===== config.mk =====
export PLATFORM = sky130hd
export DESIGN_NAME = regfile_mp
export DESIGN_NICKNAME = d
export VERILOG_FILES = /design/src/rtl/regfile_mp.sv
export SDC_FILE = /design/constraint.sdc
export NUM_CORES = 2
export LEC_CHECK = 0
export ABC_AREA = 1
export ABC_CLOCK_PERIOD_IN_PS = 5500
export BUFFER_PORTS_ARGS = -buffer_cell sky130_fd_sc_hd__buf_2
export CAP_MARGIN = 0
export CORE_MARGIN = 1.5
export CORE_UTILIZATION = 25
export DETAILED_ROUTE_END_ITERATION = 10
export PLACE_DENSITY_LB_ADDON = 0.12
export SKIP_LAST_GASP = 1
export SYNTH_ARGS = -nofsm -noshare
export SYNTH_HDL_FRONTEND = slang
export SYNTH_SLANG_ARGS = --single-unit

===== constraint.sdc =====
create_clock -name clk -period 5.5 [get_ports clk]
set_clock_uncertainty 0.15 [all_clocks]
set_input_delay 1.1 -clock clk [delete_from_list [all_inputs] [get_ports clk]]
set_output_delay 1.1 -clock clk [all_outputs]
set_load 0.02 [all_outputs]

===== src/rtl/regfile_mp.sv =====
// -----------------------------------------------------------------------------
// regfile_mp -- parametrised multi-port register file with a busy scoreboard.
//
// Sits between decode/issue (reads, issue marking) and writeback (writes).
// Reads are combinational. Writes and busy bits update on the rising clock edge.
//
// Ports
//   clk         clock, all state changes on the rising edge
//   rst         synchronous reset, active high; clears registers and busy bits
//   rd_addr     NUM_RD read addresses, port i at [i*ADDR_W +: ADDR_W]
//   rd_data     NUM_RD read data words, port i at [i*DATA_W +: DATA_W]
//   rd_busy     busy flag of the register addressed by each read port
//   wr_en       per-port write enable (NUM_WR ports, higher index wins)
//   wr_addr     NUM_WR write addresses
//   wr_data     NUM_WR write data words
//   issue_en    marks issue_addr busy (a producer has been issued)
//   issue_addr  destination register of the issued producer
//   busy_vec    registered busy bits of all registers
// -----------------------------------------------------------------------------
module regfile_mp #(
  parameter int DATA_W   = 32,
  parameter int DEPTH    = 32,
  parameter int ADDR_W   = $clog2(DEPTH),
  parameter int NUM_RD   = 2,
  parameter int NUM_WR   = 1,
  parameter int ZERO_REG = 1,
  parameter int BYPASS   = 1
) (
  input  logic                     clk,
  input  logic                     rst,
  input  logic [NUM_RD*ADDR_W-1:0] rd_addr,
  output logic [NUM_RD*DATA_W-1:0] rd_data,
  output logic [NUM_RD-1:0]        rd_busy,
  input  logic [NUM_WR-1:0]        wr_en,
  input  logic [NUM_WR*ADDR_W-1:0] wr_addr,
  input  logic [NUM_WR*DATA_W-1:0] wr_data,
  input  logic                     issue_en,
  input  logic [ADDR_W-1:0]        issue_addr,
  output logic [DEPTH-1:0]         busy_vec
);

  logic [DATA_W-1:0] mem [DEPTH];
  logic [DEPTH-1:0]  busy;
  logic [DEPTH-1:0]  busy_next;
  logic [NUM_WR-1:0] wr_keep;

  // Writes aimed at the hardwired zero register are dropped entirely.
  for (genvar j = 0; j < NUM_WR; j++) begin : g_wr
    assign wr_keep[j] = wr_en[j] &&
                        !((ZERO_REG != 0) && (wr_addr[j*ADDR_W +: ADDR_W] == '0));
  end

  // Completing writes clear, then a new issue sets: an issue landing on the
  // same register as a completing write supersedes it and leaves the bit set.
  always_comb begin
    busy_next = busy;
    for (int j = 0; j < NUM_WR; j++) begin
      if (wr_en[j]) begin
        busy_next[wr_addr[j*ADDR_W +: ADDR_W]] = 1'b0;
      end
    end
    if (issue_en) begin
      busy_next[issue_addr] = 1'b1;
    end
    if (ZERO_REG != 0) begin
      busy_next[0] = 1'b0;
    end
  end

  // State update; loop order makes the highest-index write port win a collision.
  always_ff @(posedge clk) begin
    if (rst) begin
      for (int k = 0; k < DEPTH; k++) begin
        mem[k] <= '0;
      end
      busy <= '0;
    end else begin
      for (int j = 0; j < NUM_WR; j++) begin
        if (wr_keep[j]) begin
          mem[wr_addr[j*ADDR_W +: ADDR_W]] <= wr_data[j*DATA_W +: DATA_W];
        end
      end
      busy <= busy_next;
    end
  end

  assign busy_vec = busy;

  // Read ports: stored value, optionally overridden by a same-cycle write
  // (highest matching port), and finally forced to zero for register 0.
  for (genvar i = 0; i < NUM_RD; i++) begin : g_rd
    logic [ADDR_W-1:0] ra;
    logic [DATA_W-1:0] rdat;
    logic              rbsy;

    assign ra = rd_addr[i*ADDR_W +: ADDR_W];

    always_comb begin
      rdat = mem[ra];
      rbsy = busy[ra];
      if (BYPASS != 0) begin
        for (int j = 0; j < NUM_WR; j++) begin
          if (wr_en[j] && (wr_addr[j*ADDR_W +: ADDR_W] == ra)) begin
            rdat = wr_data[j*DATA_W +: DATA_W];
            rbsy = 1'b0;
          end
        end
      end
      if ((ZERO_REG != 0) && (ra == '0)) begin
        rdat = '0;
        rbsy = 1'b0;
      end
    end

    assign rd_data[i*DATA_W +: DATA_W] = rdat;
    assign rd_busy[i]                  = rbsy;
  end

endmodule


# == Word level (Yosys, flattened, before mapping) ==
# Memory sizes are Yosys's and may differ from the RTL's.
# Cells that the tools add are included.
# totals
register_bits,32
ramBits,1024
in_bits,56
output_inout_bits,98
elab_cells,50
mem_count,1
# memory_table
memory,depth,word_bits,read_ports,rd_clocked_by_memory_dff,write_ports,line,text
mem,32,32,2,0,32,42,logic [DATA_W-1:0] mem [DEPTH];
# op_classes
n_lt_le_gt_ge,6
eq_ne,2
n_mux,26
bitwise,3
reduce_logical,10
# ops
op,n
$mux W32,7
$and A32 B32 Y32,1
$not A32 Y32,1
$or A32 B32 Y32,1
$reduce_or A32 Y1,1
$lt A5 B6 Y1 const B,4
$logic_not A5 Y1,3
$mux W1,14
$bmux W1 S5,2
$demux W1 S5,2
$eq A5 B5 Y1,2
$ge A5 B1 Y1 const B,2
$logic_and A1 B1 Y1,5
$mux W5,1
$logic_not A1 Y1,1

# == Depth between registers and ports, before layout ==
# depth
ltp_word,9
depth_mapped,14
mapped_depth_nobuf,11

# == Worst setup path after synthesis ==
# Ideal clock, no wire load.
# synth_timing
path_kind,input -> output
start,input rd_addr[2]
end,output rd_data[0]
arrival_time_ns,2.436
t_required_ns,4.250
path_slack_ns,1.814
stages,10
path_buffers,2
path_cell_list,buf_2 nand2_1 inv_1 buf_1 nand2_1 nand2_1 nor2_1 nand2_1 nand2_1 a21oi_1
# synth_via
elab_chain_cells,4
word_cells_on_any_way,6
cone_classes,eq/ne (1); mux (2); reduce/logical (2); memory (1)
# synth_lines
element,line,text
"start, declared",31,"input logic [NUM_RD*ADDR_W-1:0] rd_addr,"
"parallel branches: the longest is 3 deep, another holds $mem_v2 Z32 W32",--,
$mux W32 *,109,if ((ZERO_REG != 0) && (ra == '0)) begin
"end, declared",32,"output logic [NUM_RD*DATA_W-1:0] rd_data,"
# Every way passes the cells marked *.

# == Final worst setup path ==
# layout_timing
start,input rd_addr[2]
end,output rd_data[4]
# The elaborated chain is that of the path after synthesis.

==> run summary <==
power density cells = 318 nW/um2
maximum VDD drop = 190 uV
initial antenna violation count = 10
filler cell count in the final layout = 24,400
Max Slew Vio Count = 0
Buffers on Ports = 152
Synth Warn # = 0
Routed Antenna Nets = 0
CTS Sinks = 1,055
Hold Path End = busy_vec[23]
Gates resized, CTS repair = 0
largest family of logic cells by synthesized area = simple AND/OR/NAND/NOR gates
# hold bufs at CTS = 0
RSZ-0062 raised after global routing = no
Worst setup SP type = input port
RR Endpoint = busy_vec[1]
synthesized flop and latch total = 1,055
setup TNS = 0 ns
Post-synth EDFFs = 1,024
CP required = 4.25 ns
Setup crit end kind = primary output
CTS tree = done
Worst EP arrival = 3.64 ns
largest net degree at the start of global routing = 160
xor/xnor cell area share of the yosys netlist = 0.0606%
min cycle time layout = 4.89 ns
measured slew at the worst slew-check pin = 1.18 ns
number of global-route vias before repair = 50,500
mux contribution to synthesized area = 0%
fin crit share = 88.9%
1st-iter DRT viols = 6,444
cell mode on critical path = buf_4
CTS Buf Count = 134
# rows = 176
die area = 234,000 um2
Via Count = 53,300
CP bufs+invs = 4
total wire length = 299 mm
worst r2r src = busy_vec[1]
root buf cell = clkbuf_16
status = completed
Mapped Area = 57,800 um2
Die W = 484 um
clock-pin slew on the worst setup and hold paths = 0.05 ns
post-CTS setup buffer count = 0
die height = 484 um
Final Setup Violations = 0
Top delay family on crit path = buffers and inverters
Adder-Cell Fraction of Synth Area = 0%
Hold Startpoint = busy_vec[23]
HPWL after DPL = 171 mm
Max stage delay cell, worst path = buf_4
Hold Path Class = flip-flop to flip-flop
crit-path cells = buf_4, buf_4, buf_4, a21oi_1, o221ai_1, nand3_1, nand2_1, nand3_1, nand2_1, buf_2
sequential cell area = 31,400 um2
DRT Pass-1 Iters = 6
core area = 230,000 um2
worst hold slack = 0.338 ns
IO Count = 154
multi-input logic area = 21,800 um2
drt drc = 0
Pleak = 25.3 nW
Power Total = 21.1 mW
commonest non-fill, non-tap cell in the layout = nor2_1
Synth cell types = 33
maximum clock insertion buffer count = 3
Syn Area/Cell = 8.42 um2
most frequent cells in the layout = 1,426 x nor2_1, 1,051 x nand2_1, 1,024 x edfxtp_1
ys async rst share = 0%
simple-gate share of the synthesized area = 23.1%
Hold Vio Cnt, Final = 0
clock latency on the worst-skew pair = 0.77 ns
FF-to-FF setup slack = 4.58 ns
worst hold path depth = 2
GRT Util Overall = 24.8%
pre-CTS WS = 0.704 ns
Max-slew headroom = 21.6%
fraction of layout cells with a size suffix above 1 = 9.34%
Max stage delay on crit path = 0.64 ns
Starting Density = 25.1%
post-synthesis sequential area ratio = 54.3%
compound-cell area share of the yosys netlist = 14.2%
Final Worst Setup Slack = 0.609 ns
vias per cell = 5.38
htree depth = 4
Final GP Congestion = 0.857
WL per Instance = 30.2 um
Primary FF master, synth = edfxtp_1
Layout Area Growth over Synthesis = 14.9%
crit path kind = input port to primary output
Cells after Synth = 6,865
worst r2r path cells = 2
Fmax achieved = 204 MHz
first-pass GRT wire length = 410 mm
CP Max Fanout = 30
number of max-cap violations = 0
Final nets = 6,836
total congestion overflow = 0
[state kept, by name, indices dropped and copies added, names as in the netlist]
| register | count |
|---|---|
| mem | 1024 |
| busy_vec | 31 |
[how the worst max path moves through the flow]
stage	start	end	slack (ns)	cells after the start
6_report	rd_addr[2]	rd_data[4]	0.61	10
5_1_grt	rd_addr[0]	rd_data[5]	0.61	11
4_1_cts	rd_addr[0]	rd_data[5]	0.70	11
3_5_place_dp	rd_addr[0]	rd_data[5]	0.70	11
3_3_place_gp	rd_addr[4]	rd_data[30]	0.67	8
2_1_floorplan	rd_addr[2]	rd_data[0]	1.81	10
[routing by layer]
metal / track usage (%) / wire length (um) / vias to the layer above
met5: 0 / 47 / -
met1: 35.1 / 133000 / 26700
met3: 4.08 / 24600 / 529
met2: 37.6 / 130000 / 2890
li1: - / - / 23200
met4: 9.38 / 12000 / 8
[worst reg2reg max path, cell delays in order (launching register included)]
cell and delay (ns):
dfxtp_1 0.46, nand2_1 0.09, a21oi_1 0.14
[where the power goes]
part	total [mW]	switching, mW	internal (mW)
sequential	9.42	0.182	9.24
combinational	3.04	2.31	0.731
clock	8.66	3.77	4.89
[metrics by stage]
stage / cells / util (%) / cell area [um2]
floorplan: 6897 / - / 57900
global placement: 9670 / 27.1 / 62300
detailed placement: 9670 / 27.1 / 62300
CTS: 9909 / 28.9 / 66400
global route: 9910 / 28.9 / 66400
finish: 9912 / 28.9 / 66400
[cells in the mapped netlist, types with 5 or more instances]
cell | n | share of area (%)
edfxtp_1 | 1024 | 53
nand2_1 | 1094 | 7.1
o221ai_1 | 54 | 0.82
o21ai_0 | 483 | 4.2
a22oi_1 | 59 | 0.77
o211ai_1 | 350 | 4.5
a31oi_1 | 5 | 0.054
a21oi_1 | 427 | 3.7
nand2_2 | 21 | 0.23
nand3_1 | 646 | 5.6
inv_1 | 499 | 3.2
nor3_1 | 19 | 0.16
dfxtp_1 | 31 | 1.1
clkbuf_1 | 255 | 1.7
nand4_1 | 57 | 0.62
buf_6 | 7 | 0.14
buf_2 | 276 | 2.4
buf_4 | 41 | 0.53
inv_2 | 11 | 0.071
nor2_1 | 1427 | 9.3
buf_1 | 53 | 0.34
[logic make-up after synthesis]
group	count (synthesis)
AO/OA/AOI/OAI	1390
XOR/XNOR	4
buffers and inverters	1146
flip-flops	1055
other	1
AND/OR/NAND/NOR	3269
[area by class of cell]
type / instances / area share [%]
Antenna cell: 3 / 0.0113
Clock buffer: 171 / 5.42
Clock inverter: 68 / 0.770
Inverter: 513 / 2.95
Multi-Input combinational cell: 4696 / 32.8
Sequential cell: 1055 / 47.2
Tap cell: 3026 / 5.70
Timing Repair Buffer: 380 / 5.09
(Power assumes the default switching activity.)
